$ cat config.mk
export PLATFORM = sky130hd
export DESIGN_NAME = m_control_seq
export DESIGN_NICKNAME = d
export VERILOG_FILES = /design/src/rtl/m_control_pkg.sv /design/src/rtl/m_alu_p.sv /design/src/rtl/m_control_seq.sv
export SDC_FILE = /design/constraint.sdc
export NUM_CORES = 2
export LEC_CHECK = 0
export ABC_AREA = 0
export CAP_MARGIN = 10
export CELL_PAD_IN_SITES_DETAIL_PLACEMENT = 0
export CELL_PAD_IN_SITES_GLOBAL_PLACEMENT = 1
export CORE_UTILIZATION = 45
export CTS_CLUSTER_DIAMETER = 80
export DETAILED_ROUTE_END_ITERATION = 10
export MAX_ROUTING_LAYER = met4
export PLACE_DENSITY_LB_ADDON = 0.12
export SYNTH_ARGS = -nofsm -noshare
export SYNTH_HDL_FRONTEND = slang
export SYNTH_HIERARCHICAL = 1
export SYNTH_SLANG_ARGS = --single-unit
export TNS_END_PERCENT = 1
$ cat constraint.sdc
create_clock -name clk -period 67.4 [get_ports clk]
set_input_delay 13.48 -clock clk [delete_from_list [all_inputs] [get_ports clk]]
set_output_delay 13.48 -clock clk [all_outputs]
set_load 0.01 [all_outputs]
$ cat src/rtl/m_control_pkg.sv
// m_control_pkg: ALU opcodes, MC bit positions and instruction field offsets
package m_control_pkg;
  localparam int OPC_W = 3;
  typedef enum logic [OPC_W-1:0] {
    ALU_ADD, ALU_SUB, ALU_AND, ALU_OR, ALU_XOR, ALU_SLL, ALU_SRL, ALU_SLT
  } alu_op_e;
  localparam int MC_MEM = 0;
  localparam int MC_REG = 1;
  localparam int MEMB_LO = 0;
  function automatic int opb_lo(int aw);
    return aw;
  endfunction
  function automatic int aluc_lo(int aw);
    return 2 * aw;
  endfunction
  function automatic int opa_lo(int aw, int cw);
    return 2 * aw + cw;
  endfunction
  function automatic int mc_lo(int aw, int cw);
    return 3 * aw + cw;
  endfunction
endpackage

$ cat src/rtl/m_alu_p.sv
// m_alu_p: combinational eight-operation ALU
module m_alu_p import m_control_pkg::*; #(
  parameter int DATA_W = 32
) (
  input  logic [DATA_W-1:0] a_i,
  input  logic [DATA_W-1:0] b_i,
  input  alu_op_e           op_i,
  output logic [DATA_W-1:0] y_o
);
  // result select; shifts use only the low five bits of B
  always_comb begin
    y_o = '0;
    case (op_i)
      ALU_ADD: y_o = a_i + b_i;
      ALU_SUB: y_o = a_i - b_i;
      ALU_AND: y_o = a_i & b_i;
      ALU_OR:  y_o = a_i | b_i;
      ALU_XOR: y_o = a_i ^ b_i;
      ALU_SLL: y_o = a_i << b_i[4:0];
      ALU_SRL: y_o = a_i >> b_i[4:0];
      ALU_SLT: y_o = {{(DATA_W-1){1'b0}}, $signed(a_i) < $signed(b_i)};
      default: y_o = '0;
    endcase
  end
endmodule

$ cat src/rtl/m_control_seq.sv
// m_control_seq: two-stage pipelined control datapath with RAW interlock and back-pressure
module m_control_seq import m_control_pkg::*; #(
  parameter int DATA_W = 32,
  parameter int ADDR_W = 5,
  parameter int ALUC_W = 3
) (
  input  logic                          clk,
  input  logic                          rst,
  input  logic [2+3*ADDR_W+ALUC_W-1:0]  instruccion,
  input  logic                          in_valid,
  output logic                          in_ready,
  output logic [DATA_W-1:0]             salidaOperacion,
  output logic                          zeroflag,
  output logic                          out_valid,
  input  logic                          out_ready
);
  localparam int DEPTH   = 2 ** ADDR_W;
  localparam int OPB_LO  = opb_lo(ADDR_W);
  localparam int ALUC_LO = aluc_lo(ADDR_W);
  localparam int OPA_LO  = opa_lo(ADDR_W, ALUC_W);
  localparam int MC_LO   = mc_lo(ADDR_W, ALUC_W);

  logic [DATA_W-1:0] rf_q   [DEPTH];
  logic [DATA_W-1:0] memb_q [DEPTH];

  logic [1:0]        in_mc;
  logic [ADDR_W-1:0] in_opa, in_opb, in_memb;
  logic [ALUC_W-1:0] in_aluc;

  logic              s1_v_q;
  logic [1:0]        s1_mc_q;
  logic [ADDR_W-1:0] s1_opa_q, s1_memb_q;
  logic [ALUC_W-1:0] s1_aluc_q;
  logic [DATA_W-1:0] s1_a_q, s1_b_q;

  logic              s2_v_q;
  logic [1:0]        s2_mc_q;
  logic [ADDR_W-1:0] s2_opa_q, s2_memb_q;
  logic [DATA_W-1:0] s2_data_q, s2_data_d;

  logic [DATA_W-1:0] alu_y;
  logic retire, s2_free, s1_adv, accept, hazard;

  assign in_mc   = instruccion[MC_LO +: 2];
  assign in_opa  = instruccion[OPA_LO +: ADDR_W];
  assign in_aluc = instruccion[ALUC_LO +: ALUC_W];
  assign in_opb  = instruccion[OPB_LO +: ADDR_W];
  assign in_memb = instruccion[MEMB_LO +: ADDR_W];

  assign retire  = s2_v_q && out_ready;
  assign s2_free = !s2_v_q || out_ready;
  assign s1_adv  = s1_v_q && s2_free;
  assign accept  = in_valid && in_ready;

  // a source register or a read-back address still owed a write by S1 or S2 blocks issue
  always_comb begin
    hazard = 1'b0;
    hazard = hazard || (s1_v_q && s1_mc_q[MC_REG] && (s1_opa_q == in_opa || s1_opa_q == in_opb));
    hazard = hazard || (s2_v_q && s2_mc_q[MC_REG] && (s2_opa_q == in_opa || s2_opa_q == in_opb));
    hazard = hazard || (in_mc == 2'b00 && s1_v_q && s1_mc_q[MC_MEM] && s1_memb_q == in_memb);
    hazard = hazard || (in_mc == 2'b00 && s2_v_q && s2_mc_q[MC_MEM] && s2_memb_q == in_memb);
  end

  assign in_ready        = !hazard && (!s1_v_q || s2_free);
  assign out_valid       = s2_v_q;
  assign salidaOperacion = s2_data_q;
  assign zeroflag        = (s2_data_q == '0);

  m_alu_p #(.DATA_W(DATA_W)) u_alu (
    .a_i  (s1_a_q),
    .b_i  (s1_b_q),
    .op_i (alu_op_e'(s1_aluc_q)),
    .y_o  (alu_y)
  );

  assign s2_data_d = (s1_mc_q == 2'b00) ? memb_q[s1_memb_q] : alu_y;

  // stage valids and the visible result register
  always_ff @(posedge clk or posedge rst) begin
    if (rst) begin
      s1_v_q    <= 1'b0;
      s2_v_q    <= 1'b0;
      s2_data_q <= '0;
    end else begin
      if (!s1_v_q || s2_free) s1_v_q <= accept;
      if (s2_free) s2_v_q <= s1_v_q;
      if (s1_adv) s2_data_q <= s2_data_d;
    end
  end

  // stage payloads; operands are sampled at accept
  always_ff @(posedge clk) begin
    if (accept) begin
      s1_mc_q   <= in_mc;
      s1_opa_q  <= in_opa;
      s1_aluc_q <= in_aluc;
      s1_memb_q <= in_memb;
      s1_a_q    <= rf_q[in_opa];
      s1_b_q    <= rf_q[in_opb];
    end
    if (s1_adv) begin
      s2_mc_q   <= s1_mc_q;
      s2_opa_q  <= s1_opa_q;
      s2_memb_q <= s1_memb_q;
    end
  end

  // architectural state commits only when the consumer takes the result
  always_ff @(posedge clk or posedge rst) begin
    if (rst) begin
      for (int i = 0; i < DEPTH; i++) begin
        rf_q[i]   <= '0;
        memb_q[i] <= '0;
      end
    end else if (retire) begin
      if (s2_mc_q[MC_REG]) rf_q[s2_opa_q] <= s2_data_q;
      if (s2_mc_q[MC_MEM]) memb_q[s2_memb_q] <= s2_data_q;
    end
  end
endmodule
* After elaboration in Yosys (flattened, before gate mapping)
Index checks and enable logic that the tools add are counted.
** Word-level totals
- Input port bits :: 24
- Output and inout bits :: 35
- Bits in latches :: 0
- Memories :: 0
- Word-level logic and storage cells :: 158
- Bits in registers :: 2173
- Bits in read-only memories :: 0
- Bits in writable memories :: 0
** Cells by class
- Equality and inequality tests :: 13
- Order comparisons :: 8
- Mux-type cells :: 17
- Reductions and logical operators :: 32
- Shifts and indexed selects :: 2
- Div/mod/pow operators :: 0
- Add/subtract/negate cells :: 2
- $mul :: 0
- Bitwise operators :: 8
** Operators by type and width (number)
- $bwmux W1024 :: 2
- $bmux W32 S5 :: 3
- $demux W32 S5 :: 2
- $mux W32 :: 9
- $pmux W32 S8 :: 1
- $add A32 B32 Y32 :: 1
- $and A32 B32 Y32 :: 1
- $logic_not A32 Y1 :: 1
- $lt A32 B32 Y1 :: 1
- $or A32 B32 Y32 :: 1
- $shl A32 B5 Y32 :: 1
- $shr A32 B5 Y32 :: 1
- $sub A32 B32 Y32 :: 1
- $xor A32 B32 Y32 :: 1
- $eq A5 B5 Y1 :: 6
- $ge A6 B6 Y1 const B :: 5
- $not A5 Y6 :: 5
- $logic_and A1 B1 Y1 :: 16
- $eq A3 B3 Y1 const B :: 4
- $lt A6 B1 Y1 const B :: 2
- $logic_or A1 B1 Y1 :: 7
- $eq A3 B2 Y1 const B :: 2
- $logic_not A2 Y1 :: 2
- $reduce_and A2 Y1 :: 2
- other kinds (3) :: 5

* Depth between registers and ports, before layout
- Word-level depth :: 9
- Depth in mapped cells :: 17
- Depth with buffers taken out :: 15

* Hierarchy
The synthesis kept the hierarchy.
** By module, submodules not included
- m_control_seq :: instances 1, seq. area each 54832.6 um2, cells an instance 6664, area an instance 106021.7 um2
- m_alu_p :: instances 1, seq. area each 0.0 um2, cells an instance 1181, area an instance 7861.3 um2

* Worst setup path before layout
OpenSTA, ideal clock, no wires.
- Path kind :: input port to output port
- Start :: input port instruccion[13]
- End :: output port in_ready
- Slack :: 38.979 ns
- Buffers on the path :: 3
- Stages :: 7
- Required time :: 53.920 ns
- Arrival :: 14.941 ns
- Path through :: buf_2 buf_6 buf_6 xnor2_1 nand2_1 o22ai_1 a2111oi_0
** Between the ends
- Cells in the longest elaborated chain, start to end :: 8
- Elaborated cells on any way between the ends :: 11
- Those cells by class :: eq/ne: 2; reduce/logical: 9
** Ends and longest elaborated chain
- from (decl) :: line m_control_seq.sv:9 : input logic [2+3*ADDR_W+ALUC_W-1:0] instruccion,
- $eq A5 B5 Y1, on equally long branches :: line m_control_seq.sv:58, m_control_seq.sv:59
- $logic_or A1 B1 Y1, on equally long branches :: line m_control_seq.sv:58, m_control_seq.sv:59
- $logic_and A1 B1 Y1, on equally long branches :: line m_control_seq.sv:58, m_control_seq.sv:59
- $logic_or A1 B1 Y1 (*) :: line m_control_seq.sv:59 : hazard = hazard || (s2_v_q && s2_mc_q[MC_REG] && (s2_opa_q == in_opa || s2_opa_q == in_opb));
- $logic_or A1 B1 Y1 (*) :: line m_control_seq.sv:60 : hazard = hazard || (in_mc == 2'b00 && s1_v_q && s1_mc_q[MC_MEM] && s1_memb_q == in_memb);
- $logic_or A1 B1 Y1 (*) :: line m_control_seq.sv:61 : hazard = hazard || (in_mc == 2'b00 && s2_v_q && s2_mc_q[MC_MEM] && s2_memb_q == in_memb);
- $logic_not A1 Y1 (*) :: line m_control_seq.sv:64 : assign in_ready = !hazard && (!s1_v_q || s2_free);
- $logic_and A1 B1 Y1 (*) :: line m_control_seq.sv:64
- to (decl) :: line m_control_seq.sv:11 : output logic in_ready,
Every way passes the cells marked *; elsewhere a longest branch is shown, timed or not.

* Worst setup path in the final report
- Start :: input port instruccion[15]
- End :: output port in_ready
Same word-level chain as after synthesis.

==> flow_summary_export.csv <==
group,metric,value,unit
synthesis,synth.largest_area_cell,"dfrtp_1",
sta,finalClockSkew,0.0624,ns
clock_tree,cts_inserted_buffers,239,
placement,post-dp-hpwl,216000,um
synthesis,synth_warnings,6,
critical_path,crit_type,"input port to primary output",
synthesis,post-synth-top-area-fraction,45.7,%
sta,worst_hold_slack,0.483,ns
clock_tree,clock_path_buffers,3,
clock_tree,cts_tree,"built",
global_route,grt_pass1_vias,73500,
synthesis,ys_ff_latch,2173,
pwr,peakVddDrop,0.0000296,V
global_route,use_met1,39.4,%
sta,worstMarginPinSlew,1.27,ns
hold_path,hold_depth,1,
clock_tree,numClockSinks,2173,
critical_path,worstSetupEndpointType,"primary output",
synthesis,synth_edf_count,91,
die,die_h,505,um
sta,final-setup-viol-count,0,
die,row_count,184,
die,initial_core_util,45.3,%
synthesis,syn_area_per_cell,14.5,um2
pwr,p_sw,1.32,mW
global_route,track_usage,29.3,%
pwr,p_leak,57.1,nW
clock_tree,ctsHtreeMaxLevel,4,
synthesis,synthCells,7845,
synthesis,netlist_top_cells_area,"dfrtp_1 (46%), mux2_2 (20%), mux4_2 (16%)",
outcome,status,"finished, violations left",
sta,fin_crit,29.61,ns
sta,setup_ws,37.79,ns
sta,fmax,33.8,MHz
global_route,grt_use_met3,3.16,%
sta,fin_tns_setup,0,ns
global_route,grt_pass1_wl,532000,um
die,die_area,255000,um2
pwr,pwr-share-seq,42.2,%
pwr,p_clk_share,32.2,%
drt,wl_per_cell,32.4,um
sta,relSlewSlack,15.1,%
placement,routabilityCongestion,0.930,
global_route,grt_start_max_net_pins,113,
die,ioPinCount,59,
layout,final-seq-area,54900,um2
critical_path,start_kind,"input port",
pwr,p_sw_share,31.3,%
run,drv_cap,0,
drt,dr.pass1.iters,11,
global_route,antenna_found_initial,13,
sta,timing.final.crit_share,43.9,%
synthesis,seq_area_frac_synth,48.1,%
placement,portBuffers,58,
synthesis,ys_types,98,
critical_path,cp_max_fo,35,
sta,drv_slew,0,
clock_tree,clk_latency,0.93,ns
clock_tree,cts_resized,0,
die,core,251000,um2
drt,drt_iter0_markers,5913,
drt,antenna_left,0,
pwr,p_int,2.89,mW
layout,multi_input_area,55600,um2
drt,route.vias.total,70900,
synthesis,netlist_area,114000,um2
placement,post-place-ws,37.72,ns
critical_path,cp.arrival,16.13,ns
drt,drc,4,
layout,area_growth,10.2,%
clock_tree,hold_buffers,0,
global_route,grt_overflow_total,0,
pwr,p_per_area,33.5,nW/um2
clock_tree,clk_pin_slew,0.06,ns
synthesis,syn-num-nets,7968,
sta,hold_viol,0,
die,die_w,505,um
global_route,grt.busiest_layer,"met2",
layout,nets,7683,
critical_path,reg2regPathDepth,14,
synthesis,async_flop_share,95.8,%
critical_path,crit_required,53.92,ns
clock_tree,post_cts_buffers,0,
drt,avgViaCountPerCell,6.37,
layout,fillers,21500,
sta,rsz0062_at_grt,"no",
global_route,grt_use_met2,47.0,%
clock_tree,root_buffer,"clkbuf_16",
synthesis,synth_ff_type,"dfrtp_1",
hold_path,min-delay-path-class,"flip-flop to flip-flop",
layout,layout-drive-gt1-share,46.4,%
pwr,pwr-share-comb,25.6,%
outcome,failed_checks,"design-rule violations",
drt,routed_wl,360000,um
[synthesized netlist by cell type (all sizes together), types with 7 or more instances]
cell	n
or2	7
o21bai	11
mux2i	334
mux4	803
nand2b	37
a2111oi	9
a31oi	10
nor2b	46
o221ai	30
o21ai	125
a221oi	20
nand2	181
and2	11
edfxtp	91
a311oi	29
o211ai	20
nor4	22
mux2	2132
nand4	19
or3	13
a222oi	19
ha	97
nor3	52
clkbuf	401
o22ai	22
and3	7
a21o	14
a22oi	77
dfrtp	2082
nor2	223
nand3	49
inv	105
xnor2	54
buf	388
o311a	29
a211oi	30
o31ai	7
a21oi	155
[registers in the layout (all words and copies together) (netlist names), 32 cells and up]
register,count
salidaOperacion,32
s1_b_q,32
s1_a_q,32
rf_q,1024
memb_q,1024
[final cells by class]
type                    instances  share of cell area [%]
multi-input cells            4777                    44.3
flip-flops and latches       2173                    43.7
clock buffers                 351                    5.57
well taps                    3348                    3.34
repair buffers                263                    1.74
clock inverters               101                   0.995
inverters                     106                   0.320
diodes                         13                  0.0259
[cells by family (layout without fill, tap and decap cells)]
group	count (synthesis)	in the layout	synth area share, %
buffers and inverters	895	821	3.41
xor gates and xnor gates	58	58	0.446
DFF	2173	2173	48.1
other	0	13	0
adders and majority gates	99	99	1.10
AOI/OAI and AO/OA	658	658	4.09
muxes	3269	3269	39.9
and+or+nand+nor	693	693	2.90
[final timing paths]
kind                                         start                              end  slack, ns
max                                instruccion[15]                         in_ready      37.79
min                        memb_q[866]$_DFFE_PP0P_          memb_q[866]$_DFFE_PP0P_       0.48
max reg2reg                    s1_b_q[2]$_DFFE_PP_  salidaOperacion[26]$_DFFE_PP0P_      61.89
min reg2reg                memb_q[866]$_DFFE_PP0P_          memb_q[866]$_DFFE_PP0P_       0.48
max in group asynchronous                      rst            rf_q[910]$_DFFE_PP0P_      48.68
min in group asynchronous                      rst          memb_q[213]$_DFFE_PP0P_      13.00
[routing by layer]
layer	up-vias	part of all wire (%)
met5	-	0
met4	0	3.1
met3	583	4.7
met2	2097	49
met1	39000	43
li1	29200	-
[critical path, stage by stage]
cell and delay [ns]:
buf_2 0.07, buf_4 0.68, xnor2_1 0.16, nand4_1 0.14
o22ai_1 0.18, a2111oi_0 0.67, clkdlybuf4s50_1 0.66
[power groups by stage]
stage	clock network [mW]	logic (mW)	registers, mW
after CTS	1.38	1.08	1.77
after global routing	1.43	1.15	1.81
after floorplan	0	0.780	1.75
after global placement	0	1.05	1.77
after detailed placement	0	1.07	1.79
final	1.35	1.08	1.78
[per-stage QoR]
| stage | instances | power, mW | util (%) | cell area, um2 |
|---|---|---|---|---|
| 4_1_cts | 11100 | 4.23 | 49.9 | 126000 |
| 3_3_place_gp | 10700 | 2.83 | 46.6 | 117000 |
| 2_1_floorplan | 7845 | 2.53 | - | 114000 |
| 5_1_grt | 11100 | 4.39 | 49.9 | 126000 |
| 3_5_place_dp | 10700 | 2.87 | 46.6 | 117000 |
| 6_report | 11100 | 4.20 | 49.9 | 126000 |
[cells in the final DEF, fill, tap and decap left out, types with 29 or more instances in the layout]
cell and count:
dfrtp_1 2050, mux2_2 2046, mux4_2 803, mux2i_1 334, clkbuf_16 242, buf_4 201
nor2_1 193, nand2_1 153, a21oi_1 153, o21ai_0 117, inv_1 97, ha_1 97
edfxtp_1 91, mux2_1 86, a22oi_1 77, clkbuf_1 56, xnor2_1 54, clkbuf_8 53
nor3_1 51, nand3_1 49, clkinv_2 48, clkdlybuf4s50_1 48, nor2b_1 41, nand2b_1 32
dfrtp_2 32, o221ai_1 30, nor2_4 29, o311a_1 29, a211oi_1 29
Power figures use the tool's default switching activity.
